File: config.mk
export PLATFORM = sky130hd
export DESIGN_NAME = i2c_bus_monitor
export DESIGN_NICKNAME = d
export VERILOG_FILES = /design/src/rtl/i2c_bus_monitor.sv
export SDC_FILE = /design/constraint.sdc
export NUM_CORES = 1
export LEC_CHECK = 0
export ABC_AREA = 1
export ABC_CLOCK_PERIOD_IN_PS = 2000
export BUFFER_PORTS_ARGS = -buffer_cell sky130_fd_sc_hd__buf_4
export CORE_UTILIZATION = 41
export DETAILED_ROUTE_END_ITERATION = 7
export PLACE_DENSITY_LB_ADDON = 0.1
export SYNTH_ARGS = -nofsm -noshare
export SYNTH_HDL_FRONTEND = slang
export SYNTH_SLANG_ARGS = --single-unit
File: constraint.sdc
create_clock -name clk -period 2 [get_ports clk]
set_input_delay 0.4 -clock clk [delete_from_list [all_inputs] [get_ports clk]]
set_output_delay 0.4 -clock clk [all_outputs]
set_load 0.01 [all_outputs]
File: src/rtl/i2c_bus_monitor.sv
// I2C bus protocol monitor: decodes START/rSTART/STOP from filtered SCL/SDA,
// tracks bus busy/free, deserialises bytes plus ACK, and flags SCL-low timeouts.
module i2c_bus_monitor #(
  parameter int unsigned CLK_FREQ_MHZ    = 100,
  // Defaults derived from the clock: tBUF = 1.3 us, SCL-low timeout = 25 ms
  parameter int unsigned BUS_FREE_CYCLES = (CLK_FREQ_MHZ * 13) / 10,
  parameter int unsigned TIMEOUT_CYCLES  = CLK_FREQ_MHZ * 25_000
) (
  input  logic       clk,
  input  logic       rst,
  input  logic       scl_f,
  input  logic       sda_f,
  output logic       start_det,
  output logic       rstart_det,
  output logic       stop_det,
  output logic       bus_busy,
  output logic       bus_free,
  output logic       byte_valid,
  output logic [7:0] byte_data,
  output logic       addr_phase,
  output logic       ack_valid,
  output logic       ack_bit,
  output logic [3:0] bit_cnt,
  output logic       timeout
);

  localparam int unsigned BF_W = $clog2(BUS_FREE_CYCLES + 1);
  localparam int unsigned TO_W = $clog2(TIMEOUT_CYCLES + 1);
  localparam logic [BF_W-1:0] BF_MAX  = BF_W'(BUS_FREE_CYCLES);
  localparam logic [TO_W-1:0] TO_LAST = TO_W'(TIMEOUT_CYCLES - 1);

  typedef enum logic [1:0] {
    S_IDLE,
    S_DATA,
    S_ACK
  } state_e;

  state_e          state_q, state_d;
  logic            scl_q, sda_q;
  logic            busy_q, busy_d;
  logic            free_q, free_d;
  logic [BF_W-1:0] bf_cnt_q, bf_cnt_d;
  logic [TO_W-1:0] to_cnt_q, to_cnt_d;
  logic [6:0]      shreg_q, shreg_d;
  logic [7:0]      byte_data_q, byte_data_d;
  logic [3:0]      bit_cnt_q, bit_cnt_d;
  logic            addr_q, addr_d;
  logic            ack_bit_q, ack_bit_d;
  logic            start_q, start_d;
  logic            rstart_q, rstart_d;
  logic            stop_q, stop_d;
  logic            bv_q, bv_d;
  logic            av_q, av_d;
  logic            to_q, to_d;

  logic start_c, stop_c, rise_c, to_fire;

  assign start_c = scl_q & scl_f &  sda_q & ~sda_f;
  assign stop_c  = scl_q & scl_f & ~sda_q &  sda_f;
  assign rise_c  = ~scl_q & scl_f;

  always_comb begin
    state_d     = state_q;
    busy_d      = busy_q;
    shreg_d     = shreg_q;
    byte_data_d = byte_data_q;
    bit_cnt_d   = bit_cnt_q;
    addr_d      = addr_q;
    ack_bit_d   = ack_bit_q;
    start_d     = 1'b0;
    rstart_d    = 1'b0;
    stop_d      = 1'b0;
    bv_d        = 1'b0;
    av_d        = 1'b0;
    to_d        = 1'b0;
    to_fire     = 1'b0;
    to_cnt_d    = '0;
    bf_cnt_d    = '0;

    if (busy_q && !scl_f) begin
      if (to_cnt_q == TO_LAST) begin
        to_fire = 1'b1;
      end else begin
        to_cnt_d = to_cnt_q + TO_W'(1);
      end
    end

    if (!busy_q && scl_f && sda_f) begin
      bf_cnt_d = (bf_cnt_q == BF_MAX) ? bf_cnt_q : bf_cnt_q + BF_W'(1);
    end
    free_d = (bf_cnt_d == BF_MAX);

    // Line conditions outrank the bit path; a STOP can never coincide with a
    // timeout because it needs SCL high, so the ordering here is sufficient.
    if (start_c) begin
      if (busy_q) rstart_d = 1'b1;
      else        start_d  = 1'b1;
      busy_d    = 1'b1;
      shreg_d   = '0;
      bit_cnt_d = '0;
      addr_d    = 1'b1;
      state_d   = S_DATA;
    end else if (stop_c) begin
      stop_d    = 1'b1;
      busy_d    = 1'b0;
      shreg_d   = '0;
      bit_cnt_d = '0;
      addr_d    = 1'b0;
      state_d   = S_IDLE;
    end else if (to_fire) begin
      to_d      = 1'b1;
      busy_d    = 1'b0;
      to_cnt_d  = '0;
      bit_cnt_d = '0;
      addr_d    = 1'b0;
      state_d   = S_IDLE;
    end else if (rise_c) begin
      unique case (state_q)
        S_DATA: begin
          if (bit_cnt_q == 4'd7) begin
            byte_data_d = {shreg_q, sda_f};
            bv_d        = 1'b1;
            bit_cnt_d   = 4'd8;
            state_d     = S_ACK;
          end else begin
            shreg_d   = {shreg_q[5:0], sda_f};
            bit_cnt_d = bit_cnt_q + 4'd1;
          end
        end
        S_ACK: begin
          ack_bit_d = sda_f;
          av_d      = 1'b1;
          bit_cnt_d = '0;
          addr_d    = 1'b0;
          shreg_d   = '0;
          state_d   = S_DATA;
        end
        default: ;
      endcase
    end
  end

  always_ff @(posedge clk or posedge rst) begin
    if (rst) begin
      state_q     <= S_IDLE;
      scl_q       <= 1'b1;
      sda_q       <= 1'b1;
      busy_q      <= 1'b0;
      free_q      <= 1'b0;
      bf_cnt_q    <= '0;
      to_cnt_q    <= '0;
      shreg_q     <= '0;
      byte_data_q <= '0;
      bit_cnt_q   <= '0;
      addr_q      <= 1'b0;
      ack_bit_q   <= 1'b1;
      start_q     <= 1'b0;
      rstart_q    <= 1'b0;
      stop_q      <= 1'b0;
      bv_q        <= 1'b0;
      av_q        <= 1'b0;
      to_q        <= 1'b0;
    end else begin
      state_q     <= state_d;
      scl_q       <= scl_f;
      sda_q       <= sda_f;
      busy_q      <= busy_d;
      free_q      <= free_d;
      bf_cnt_q    <= bf_cnt_d;
      to_cnt_q    <= to_cnt_d;
      shreg_q     <= shreg_d;
      byte_data_q <= byte_data_d;
      bit_cnt_q   <= bit_cnt_d;
      addr_q      <= addr_d;
      ack_bit_q   <= ack_bit_d;
      start_q     <= start_d;
      rstart_q    <= rstart_d;
      stop_q      <= stop_d;
      bv_q        <= bv_d;
      av_q        <= av_d;
      to_q        <= to_d;
    end
  end

  assign start_det  = start_q;
  assign rstart_det = rstart_q;
  assign stop_det   = stop_q;
  assign bus_busy   = busy_q;
  assign bus_free   = free_q;
  assign byte_valid = bv_q;
  assign byte_data  = byte_data_q;
  assign addr_phase = addr_q;
  assign ack_valid  = av_q;
  assign ack_bit    = ack_bit_q;
  assign bit_cnt    = bit_cnt_q;
  assign timeout    = to_q;

endmodule
==> results.tsv <==
stage	metric	value	unit
outcome	status	completed	
sta	max-slew violation count	0	
clocking	CTS buffer count	9	
detailed_routing	Detailed Route Iter0 Violations	101	
floorplan	num ports	26	
yosys	EDFF count, synth	0	
yosys	Post-Syn Instances	376	
setup_path	Crit Path Class	reg2reg	
clocking	postcts setup bufs	0	
yosys	post-synthesis net count	386	
placed_design	DPL Wire Length	4.57	mm
yosys	cell taking the most area after synthesis	dfrtp_1	
power_and_ir_drop	PD cells	944	nW/µm²
floorplan	DIE HEIGHT	89.4	µm
layout	Antenna diodes	0	
yosys	sequential area share after synthesis	50.5	%
floorplan	core area	7330	µm²
clocking	H-tree depth	3	
yosys	Post-synth ARST share	100	%
yosys	Mapped Avg Cell Area	8.33	µm²
clocking	Clock Latency Late Sink	0.34	ns
layout	fraction of layout cells with a size suffix above 1	19.4	%
setup_path	Bufs and invs on worst path	1	
detailed_routing	Routed Antenna Nets	0	
layout	Cell Count, Final, Fillers Out	517	
sta	Clock Skews	0.00903	ns
power_and_ir_drop	maximum vdd drop	371	µV
placed_design	last weighted congestion value of the routability-driven placer	0.856	
layout	commonest non-fill, non-tap cell in the layout	nand2_1	
detailed_routing	via count	2450	
layout	Total Nets Final	423	
detailed_routing	Routed WL	6.37	mm
yosys	Synth Warn #	0	
yosys	Synth Register Bits	63	
global_routing	largest net degree at the start of global routing	64	
global_routing	initial antenna violation count	0	
setup_path	startpoint types	flop	
setup_path	flop-to-flop setup slack	0.17	ns
min_path	Hold Path Class	in2async	
setup_path	max incr delay on CP	0.40	ns
floorplan	die footprint	7990	µm²
sta	Final min period	1.83	ns
setup_path	delay-heaviest family, CP	simple AND/OR/NAND/NOR gates	
sta	fmax	547	MHz
placed_design	IO Port Bufs	25	
layout	most frequent cells in the layout	nand2_1 (81), dfrtp_1 (60), nor2_1 (56)	
sta	RSZ-0062 raised after global routing	false	
placed_design	post-placement cell count	501	
sta	relative slew slack	74.6	%
placed_design	Placement Cell Area	3470	µm²
clocking	CTS tree	done	
global_routing	Overflow after GRT	0	
clocking	Root Buffer	clkbuf_8	
setup_path	Critical Path Most Common Cell	nor2_4	
sta	TNS Setup	0	ns
layout	Finished Cell Area	3710	µm²
yosys	Synth area leaders	dfrtp_1 (48%), nand2_1 (9.7%), nor2_1 (6.7%)	
detailed_routing	vias per cell	4.74	
setup_path	crit-path max FO	9	
power_and_ir_drop	Pleak	1.80	nW
detailed_routing	drc violations	0	
power_and_ir_drop	Power Total	0.00350	W
sta	Setup-failing EPs final	0	
global_routing	first-pass GRT wire length	10.7	mm
run	number of max-cap violations	0	
floorplan	row count	31	
layout	Area Overhead vs Synth	18.5	%
yosys	Cell Area, Synth	3130	µm²
yosys	Synth Flop Type	dfrtp_1	
clocking	CTS Hold Bufs	0	
layout	sequential cell area	1580	µm²
detailed_routing	drt pass-1 iters	4	
layout	Layout fillers	722	
clocking	Clock Path Buffers	2	
sta	Tcrit/Tclk final	91.3	%
setup_path	Crit-path slowest cell	dfrtp_1	
clocking	Num Clock Sinks	63	
sta	Fin. Hold Viols	0	
clocking	Reg clk slew, reported paths	0.08	ns
yosys	share of Yosys cell area claimed by the top area cell type	47.9	%
setup_path	Worst Path Required	2.25	ns
setup_path	Setup crit end kind	flop	
clocking	post-cts sizing count	0	
layout	post-layout util	50.6	%
yosys	number of library cell types mapped by synthesis	33	
setup_path	Arr. time, crit path	2.08	ns
sta	worst slew pin tran	0.379	ns
global_routing	vias in the first global route	2399	
floorplan	Starting Density	42.7	%
floorplan	Die Width	89.4	µm
setup_path	crit-path cells	ha_1, nand2_1, nor2_4, nand2_2, nor2_1, and2_1, nor2_4, inv_2, nor3_1	
global_routing	GRT Resource Usage Total	17.9	%
layout	area of the multi-input gates	1320	µm²
detailed_routing	WL/cell	12.3	µm
-- flip-flops by register name, summed over array words and instances (netlist names), 2 cells and up --
signal     cells
bf_cnt_q       8
byte_data      8
bit_cnt        4
shreg_q        7
state_q        2
to_cnt_q      22
-- kinds of logic (layout without fill, tap and decap cells) --
group | Yosys count | in the layout | share of synthesized area [%]
compound gates | 42 | 42 | 7.63
xor+xnor | 12 | 12 | 3.36
fa+ha+maj | 6 | 6 | 2.40
buf+inv | 60 | 102 | 7.27
flops | 63 | 63 | 50.5
simple gates | 193 | 193 | 28.9
-- routing by layer --
metal	share of wire [%]	global-route usage [%]
met5	0	0
met4	1.5	6.49
met3	3.9	5.26
met2	44	28.5
met1	50	23.2
-- layout make-up --
cell class / instances / share of cell area, %
Clock buffer: 9 / 3.34
Multi-Input combinational cell: 253 / 35.7
Inverter: 58 / 5.86
Tap cell: 99 / 3.34
Timing Repair Buffer: 28 / 6.00
Sequential cell: 63 / 42.6
Clock inverter: 7 / 3.24
-- worst paths after layout --
check / from / endpoint / depth (start not counted)
max: to_cnt_q[0] / to_cnt_q[18] / 9
min: rst / to_cnt_q[7] / 3
max reg2reg: to_cnt_q[0] / to_cnt_q[18] / 9
min reg2reg: to_cnt_q[0] / to_cnt_q[0] / 1
max in group asynchronous: rst / ack_bit / 3
min in group clk: sda_f / sda_q / 1
-- worst reg2reg max path, cell delays in order (launching register included) --
cell	delay, ns
dfrtp_1	0.40
ha_1	0.25
nand2_1	0.14
nor2_4	0.06
nand2_2	0.10
nor2_1	0.07
and2_1	0.18
nor2_4	0.22
inv_2	0.12
nor3_1	0.22
-- through the flow --
| stage | hold slack, ns | worst slack, ns |
|---|---|---|
| floorplan | 0.404 | 0.0352 |
| global placement | 0.447 | 0.269 |
| detailed placement | 0.456 | 0.174 |
| CTS | 0.125 | 0.154 |
| global route | 0.145 | 0.00577 |
| finish | 0.122 | 0.173 |
-- synthesized netlist by cell type (3+ instances only) --
master / instances
nand2_1: 81
dfrtp_1: 60
nor2_1: 56
inv_1: 45
nand3_1: 19
inv_2: 13
o21ai_1: 13
a21oi_1: 11
xor2_1: 11
nand4_1: 9
nor3_1: 9
ha_1: 6
o22ai_1: 6
nand3_2: 5
o21ai_0: 5
o21ai_2: 4
dfstp_2: 3
nor2_2: 3
-- report_power, final --
group | switching, W | total (W) | internal (W)
combinational | 0.000387 | 0.000647 | 0.000261
sequential | 0.0000857 | 0.00149 | 0.00140
clock | 0.000537 | 0.00137 | 0.000832
total | 0.00101 | 0.00350 | 0.00249
(Power assumes the default switching activity.)
